===== src/rtl/multdiv_iter.sv =====
`default_nettype none
// +--------------------------------------------------------------------------+
// | multdiv_iter: iterative signed multiply (shift-add or radix-4 Booth when  |
// | MULTDIV_BOOTH_EN is defined) and restoring divide.          Rev 1.0       |
// +--------------------------------------------------------------------------+
module multdiv_iter #(
  parameter int WIDTH = 32
) (
  input  logic             clock,
  input  logic             reset,
  input  logic             ctrl_MULT,
  input  logic             ctrl_DIV,
  input  logic [WIDTH-1:0] data_operandA,
  input  logic [WIDTH-1:0] data_operandB,
  output logic [WIDTH-1:0] data_result,
  output logic             data_exception,
  output logic             data_resultRDY,
  output logic             busy
);

  localparam int CW = $clog2(WIDTH);
`ifdef MULTDIV_BOOTH_EN
  localparam int MUL_STEPS = WIDTH / 2;
  localparam int MQ_W      = WIDTH + 1;
`else
  localparam int MUL_STEPS = WIDTH;
  localparam int MQ_W      = WIDTH;
`endif
  localparam logic [CW-1:0]    MUL_LAST = CW'(MUL_STEPS - 1);
  localparam logic [CW-1:0]    DIV_LAST = CW'(WIDTH - 1);
  localparam logic [WIDTH-1:0] MIN_VAL  = {1'b1, {(WIDTH-1){1'b0}}};

  typedef enum logic [1:0] {IDLE = 2'd0, MUL = 2'd1, DIV = 2'd2, DONE = 2'd3} state_t;

  state_t             state;
  logic [CW-1:0]      count;
  logic [2*WIDTH-1:0] mcand, acc;
  logic [MQ_W-1:0]    mq;
  logic [WIDTH-1:0]   rem, quo, dvsr;
  logic               neg_q, div_zero, div_ovf;

  logic [2*WIDTH-1:0] mul_addend, acc_next, mcand_next;
  logic [MQ_W-1:0]    mq_next;
  logic [WIDTH:0]     mul_top;
  logic               mul_ovf;
  logic [WIDTH:0]     div_shift, div_diff;
  logic               div_ge;
  logic [WIDTH-1:0]   rem_next, quo_next, quo_signed;

  always_comb begin
    mul_addend = '0;
`ifdef MULTDIV_BOOTH_EN
    // mq[2:0] is the current Booth triple {b(2i+1), b(2i), b(2i-1)}
    case (mq[2:0])
      3'b001, 3'b010: mul_addend = mcand;
      3'b011:         mul_addend = mcand << 1;
      3'b100:         mul_addend = -(mcand << 1);
      3'b101, 3'b110: mul_addend = -mcand;
      default:        mul_addend = '0;
    endcase
    mq_next    = {{2{mq[MQ_W-1]}}, mq[MQ_W-1:2]};
    mcand_next = mcand << 2;
`else
    // The multiplier's sign bit carries negative weight in the final step
    if (mq[0]) mul_addend = (count == MUL_LAST) ? -mcand : mcand;
    mq_next    = {mq[MQ_W-1], mq[MQ_W-1:1]};
    mcand_next = mcand << 1;
`endif
    acc_next = acc + mul_addend;
    mul_top  = acc_next[2*WIDTH-1:WIDTH-1];
    mul_ovf  = !((&mul_top) || !(|mul_top));

    div_shift  = {rem, quo[WIDTH-1]};
    div_diff   = div_shift - {1'b0, dvsr};
    div_ge     = !div_diff[WIDTH];
    rem_next   = div_ge ? div_diff[WIDTH-1:0] : div_shift[WIDTH-1:0];
    quo_next   = {quo[WIDTH-2:0], div_ge};
    quo_signed = neg_q ? -quo_next : quo_next;
  end

  always_ff @(posedge clock) begin
    if (reset) begin
      state          <= IDLE;
      count          <= '0;
      mcand          <= '0;
      acc            <= '0;
      mq             <= '0;
      rem            <= '0;
      quo            <= '0;
      dvsr           <= '0;
      neg_q          <= 1'b0;
      div_zero       <= 1'b0;
      div_ovf        <= 1'b0;
      data_result    <= '0;
      data_exception <= 1'b0;
      data_resultRDY <= 1'b0;
      busy           <= 1'b0;
    end else begin
      data_resultRDY <= 1'b0;
      if (ctrl_MULT) begin
        state <= MUL;
        busy  <= 1'b1;
        count <= '0;
        acc   <= '0;
        mcand <= {{WIDTH{data_operandA[WIDTH-1]}}, data_operandA};
`ifdef MULTDIV_BOOTH_EN
        mq    <= {data_operandB, 1'b0};
`else
        mq    <= data_operandB;
`endif
      end else if (ctrl_DIV) begin
        state    <= DIV;
        busy     <= 1'b1;
        count    <= '0;
        rem      <= '0;
        quo      <= data_operandA[WIDTH-1] ? -data_operandA : data_operandA;
        dvsr     <= data_operandB[WIDTH-1] ? -data_operandB : data_operandB;
        neg_q    <= data_operandA[WIDTH-1] ^ data_operandB[WIDTH-1];
        div_zero <= (data_operandB == '0);
        div_ovf  <= (data_operandA == MIN_VAL) && (data_operandB == '1);
      end else begin
        case (state)
          MUL: begin
            acc   <= acc_next;
            mq    <= mq_next;
            mcand <= mcand_next;
            count <= count + 1'b1;
            if (count == MUL_LAST) begin
              state          <= DONE;
              busy           <= 1'b0;
              count          <= '0;
              data_resultRDY <= 1'b1;
              data_result    <= acc_next[WIDTH-1:0];
              data_exception <= mul_ovf;
            end
          end
          DIV: begin
            rem   <= rem_next;
            quo   <= quo_next;
            count <= count + 1'b1;
            if (count == DIV_LAST) begin
              state          <= DONE;
              busy           <= 1'b0;
              count          <= '0;
              data_resultRDY <= 1'b1;
              data_result    <= div_zero ? '0 : quo_signed;
              data_exception <= div_zero || div_ovf;
            end
          end
          DONE:    state <= IDLE;
          default: state <= IDLE;
        endcase
      end
    end
  end

endmodule
`default_nettype wire


===== config.mk =====
export PLATFORM = sky130hd
export DESIGN_NAME = multdiv_iter
export DESIGN_NICKNAME = d
export VERILOG_FILES = /design/src/rtl/multdiv_iter.sv
export SDC_FILE = /design/constraint.sdc
export NUM_CORES = 1
export LEC_CHECK = 0
export ABC_AREA = 1
export ABC_CLOCK_PERIOD_IN_PS = 3650
export CAP_MARGIN = 20
export CORE_MARGIN = 1.5
export CORE_UTILIZATION = 30
export DETAILED_ROUTE_END_ITERATION = 7
export SYNTH_ARGS = -nofsm -noshare
export SYNTH_HDL_FRONTEND = slang
export SYNTH_SLANG_ARGS = --single-unit

===== constraint.sdc =====
create_clock -name clock -period 3.65 [get_ports clock]
set_input_delay 0.5475 -clock clock [delete_from_list [all_inputs] [get_ports clock]]
set_output_delay 0.5475 -clock clock [all_outputs]
set_load 0.02 [all_outputs]

# [Word level (Yosys, flattened, before mapping)]
# Index checks and enable logic that the tools add are counted.
[op_classes] addsub=7 eq_ne=10 mux=33 bitwise=4 reduce_logical=24
[op_table] operator="2-to-1 mux 32 bit" n=12
[op_table] operator="2-to-1 mux 64 bit" n=5
[op_table] operator="negator 32 bit" n=3
[op_table] operator="adder 64 bit" n=1
[op_table] operator="equality test 32 bit (second input constant)" n=2
[op_table] operator="negator 64 bit" n=1
[op_table] operator="one-hot mux 32 bit (2 select lines)" n=1
[op_table] operator="2-to-1 mux 31 bit" n=2
[op_table] operator="AND reduction 33 bit" n=1
[op_table] operator="OR reduction 33 bit" n=1
[op_table] operator="subtractor 33 x 32 -> 33 bit" n=1
[op_table] operator="zero test 32 bit" n=1
[op_table] operator="AND reduction 2 bit" n=5
[op_table] operator="2-to-1 mux 1 bit" n=8
[op_table] operator="2-to-1 mux 2 bit" n=3
[op_table] operator="inequality test 2 bit (second input constant)" n=3
[op_table] operator="nonzero test 2 bit" n=3
[op_table] operator="nonzero test 3 bit" n=2
[op_table] operator="adder 5 x 1 -> 5 bit (second input constant)" n=1
[op_table] operator="equality test 5 bit (second input constant)" n=1
[op_table] operator="2-to-1 mux 5 bit" n=1
[op_table] operator="AND reduction 5 bit" n=1
[op_table] operator="inequality test 4 x 1 -> 1 bit (second input constant)" n=1
[op_table] operator="OR reduction 2 bit" n=2
[op_table] operator="11 further kinds" n=16
[word_totals] ff_bits=301 inputBits=68 out_inout_bits=35 word_cells=95

# [Logic depth before layout (Yosys ltp)]
[logic_depth] word_depth=10 mapped_depth=38 depth_no_buf=38

# [Worst setup path before layout]
# Ideal clock, no wire load.
[synth_timing] path_type="reg-to-reg" start="register mcand[1]" end="register data_exception" setup_time_ps=132 t_arrival_ps=3736 required_ps=3518 slack_ps=-218 stages_incl_launch_ff=38 path_buffers=0 period_less_slack_ps=3868 path_cell_list="dfxtp_1 -> inv_1 -> ha_1 -> nand3_1 -> nor2_2 -> nand2_1 -> nor2_1 -> nand3_1 -> inv_2 -> nand4_1 -> nor2_1 -> nand3_1 -> nand2_1 -> o21ai_1 -> clkinv_1 -> o21ai_0 -> o21ai_1 -> a21oi_1 -> (+2 left out) -> nor2_1 -> inv_2 -> nor3_2 -> nand2_1 -> nor2_1 -> nand2_1 -> nand3_1 -> nand2_1 -> nand2_1 -> nand2_1 -> nor2_1 -> nand2_1 -> nor2_1 -> nand3_1 -> nand2_1 -> nand2_1 -> nand2_1 -> a21oi_1"
[synth_via] elab_chain_cells=10 word_cells_on_any_way=11 cone_classes="add/sub (2); mux (4); reduce/logical (5)"
[synth_lines] item="start, declared" line_no="37" source="logic [2*WIDTH-1:0] mcand, acc;"
[synth_lines] item="start signal, assigned" line_no="105" source="mcand <= {{WIDTH{data_operandA[WIDTH-1]}}, data_operandA};"
[synth_lines] item="start signal, assigned" line_no="126" source="mcand <= mcand_next;"
[synth_lines] item="negator 64 bit" line_no="65" source="if (mq[0]) mul_addend = (count == MUL_LAST) ? -mcand : mcand;"
[synth_lines] item="2-to-1 mux 64 bit * (2 in series)" line_no="65"
[synth_lines] item="adder 64 bit *" line_no="69" source="acc_next = acc + mul_addend;"
[synth_lines] item="OR reduction 33 bit" line_no="71" source="mul_ovf = !((&mul_top) || !(|mul_top));"
[synth_lines] item="zero test 1 bit" line_no="71"
[synth_lines] item="logical OR 1 bit *" line_no="71"
[synth_lines] item="zero test 1 bit *" line_no="71"
[synth_lines] item="2-to-1 mux 1 bit *" line_no="128" source="if (count == MUL_LAST) begin"
[synth_lines] item="one-hot mux 1 bit (2 select lines) *" line_no="122" source="case (state)"
[synth_lines] item="end signal, assigned" line_no="134" source="data_exception <= mul_ovf;"
[synth_lines] item="end signal, assigned" line_no="147" source="data_exception <= div_zero || div_ovf;"
[synth_lines] item="end, declared" line_no="16" source="output logic data_exception,"
# Every way passes the cells marked *; elsewhere a longest branch is shown, timed or not. The select of a mux whose other input is x is not followed.
# A chain may end at the register's enable or synchronous reset.

# [Worst setup path after layout]
[layout_timing] start="register mcand[0]" end="register data_exception"
# Same word-level chain as after synthesis.

==> summary.md <==
| Metric | Value |
|---|---|
| Port Buffers | 102 |
| Die Width | 288 µm |
| Crit share post-route | 120% |
| Synthesized instance count | 4,131 |
| Total iterations of the first detailed-routing run | 8 |
| Final Non-Filler Cells | 5,902 |
| Die height | 288 µm |
| Syn Std Cell Area | 24,300 µm² |
| Skew-Pair Late Insertion Delay | 0.59 ns |
| # DRC | 0 |
| Clock transition at path regs | 0.06 ns |
| Max-slew headroom | 56.5% |
| Syn_area_per_cell | between 5 and 6 µm² |
| Max incr delay on CP | 0.37 ns |
| Initial antenna violation count | 2 |
| Min Clock Period, post-route | 4.37 ns |
| Final Util | 45.5% |
| H-tree Lvls | 2 |
| Routed Antenna Nets | 0 |
| Setup WS post-layout | -0.715 ns |
| Initial Utilization | 30.3% |
| CTS Sinks | approximately 300 |
| # fillers | 8,189 |
| Crit path kind | reg2reg |
| Worst Hold Class | in2reg |
| Top-Level Pins | 103 |
| Synth async-reset ratio | 0% |
| Die area | 82,800 µm² |
| Crit. End Element | flip-flop |
| Setup_tns | -9.14 ns |
| Arrival @ worst endpoint | between 4 and 5 ns |
| Final GP Congestion | 0.990 |
| Failing checks | negative setup slack |
| Routed vias/inst | 5.00 |
| Gr usage total | 23.5% |
| Top post-synthesis cells by area | dfxtp_1 25%, nand2_1 18%, inv_1 9.9% |
| R2R cell count | 33 |
| DRT iter0 DRCs | between 2,000 and 2,500 |
| PD cells | about 280 nW/µm² |
| Post-DP HPWL | 77,400 µm |
| Share of cells above drive strength 1 | 31.8% |
| Status | complete, but fails checks |
| Critical Path RT | 4.11 ns |
| CTS root buffer | clkbuf_16 |
| Worst path slowest cell | dfxtp_4 |
| Synth Warn # | 0 |
| Total placed cells including tap cells | 5,763 |
| Synth cell count leaders | 1,176 x nand2_1, 641 x inv_1, 410 x nor2_1 |
| Cell Rows | 104 |
| Vias in the first global route | 26,900 |
| Synth Flop Type | dfxtp_1 |
| Avg WL per Cell | ~17 µm |
| Largest net degree at the start of global routing | between 90 and 100 |
| First-pass GRT wire length | 153,000 µm |
| Share of the synthesized area in the top cell type | between 20% and 30% |
| Hold slack final | 0.415 ns |
| Final nets | 4,984 |
| Slew @ Worst Pin | 0.652 ns |
| Sequential fraction of the synthesis area | 24.8% |
| Largest area contributor in the netlist | dfxtp_1 |
| Hold depth | 2 |
| Final setup violation count | 41 |
| Setup Skew | between 0.02 and 0.025 ns |
| Synthesized Nets | ~4,300 |
| Hold Fails Final Rpt | 0 |
| Post-synth EDFFs | 0 |
| RSZ-0062 raised after global routing | yes |
| Max-slew violation count | 0 |
| Vias | 29,500 |
| Core box area | 80,400 µm² |
| Worst-path maximum fanout | 4 |
| Startpoint types | flip-flop |
| Area Growth Syn to Fin | 50.2% |
| Synth unique cells | 57 |
| Drt total wl | 102,000 µm |
| Pleak | 17.5 nW |
| Number of buffers created by CTS | 39 |
| Count leader, synth | nand2_1 |
| Synth Register Bits | 301 |
| Most used cell along the critical path | nand2_1 |
| Max-capacitance violation count | 0 |
| Gr ovfl total | 0 |
| Fmax | 229 MHz |
| TritonCTS clock tree | built |
| Longest Clk Path Bufs | 3 |
| Max IR drop VDD | between 0.2 and 0.3 mV |
-- sequential cells by signal, indices dropped and copies added, names as in the netlist, 2 cells and up --
signal	cells
count	5
data_result	32
rem	32
quo	32
dvsr	32
state	2
mcand	64
acc	64
mq	32
-- path summary, 6_finish.rpt --
path                 start  slack (ns)        endpoint
hold / removal       reset        0.41         div_ovf
setup reg to reg  mcand[0]       -0.72  data_exception
hold reg to reg     mq[30]        0.47          mq[30]
setup / recovery  mcand[0]       -0.72  data_exception
-- layout by cell type, fill, tap and decap left out, types with 34 or more instances in the layout --
cell and count:
nand2_1 895, buf_4 615, inv_1 556, nor2_1 314
dfxtp_1 295, a21oi_1 240, nand2_2 235, o21ai_0 202
nand3_1 123, clkdlybuf4s50_1 100, inv_2 88, nor2_4 82
a31oi_1 77, nor3_1 74, o211ai_1 73, buf_6 68
nand2_4 55, xor2_1 52, a21oi_2 51, ha_1 48
ha_4 46, nor2_2 41, clkbuf_16 39, o21ai_1 35
o221ai_1 35, nand4_1 34
-- final cells by class --
| cell class | instances | area (µm²) | share of cell area, % |
|---|---|---|---|
| tap | 1060 | 1330 | 3.63 |
| clock inverter | 18 | 363 | 0.992 |
| multi-input combinational | 3016 | 18700 | 51.1 |
| inverter | 659 | 2500 | 6.84 |
| sequential | 301 | 6040 | 16.5 |
| antenna | 1 | 2.50 | 0.00684 |
| timing repair buffer | 793 | 6560 | 17.9 |
| clock buffer | 54 | 1100 | 3.01 |
-- routing by layer --
layer  GRT usage, %  up-vias  wire (µm)
li1               -    14700          -
met1           30.3    13700      44200
met2           40.1      853      47900
met3           3.25      184       6060
met4           7.34        2       3760
met5              0        -          7
-- worst max-delay path, delay by kind of cell (launching register included) --
| family | cells | cell delay (ns) |
|---|---|---|
| and+or+nand+nor | 20 | 1.98 |
| DFF | 1 | 0.37 |
| AOI/OAI and AO/OA | 8 | 1.18 |
| buffers and inverters | 3 | 0.22 |
| adders and majority gates | 2 | 0.48 |
-- where the power goes --
group	switching (mW)	total, mW	leakage, nW	internal [mW]
registers	0.144	3.57	2.46	3.43
logic	1.26	2.20	14.3	0.932
clock network	1.71	4.49	0.718	2.78
total	3.11	10.3	17.5	7.14
-- cell families after synthesis --
logic type               Yosys count  share of synthesized area [%]
XOR/XNOR                         103                           3.71
adder cells (fa/ha/maj)          106                           5.51
AO/OA/AOI/OAI                    811                           19.1
flip-flops                       301                           24.8
buffers and inverters            814                           12.7
AND/OR/NAND/NOR                 1996                           34.3
-- through the flow --
step           total power, mW  area [µm²]  worst slack [ns]
2_1_floorplan             4.65       24400            -0.131
3_3_place_gp              5.53       30900            -0.892
3_5_place_dp              5.54       30900            -0.936
4_1_cts                   10.2       33900            -0.659
5_1_grt                   10.7       36600             -1.08
6_report                  10.3       36600            -0.715
-- repair_timing --
item / CTS / global route
gates cloned: 0 / 0
endpoints found under the setup margin: 59 / 73
pin swaps: 105 / 192
buffers inserted: 32 / 51
hold endpoints to repair: 0 / 0
hold buffers: 0 / 0
gates resized for setup: 380 / 635
(Power assumes the default switching activity.)
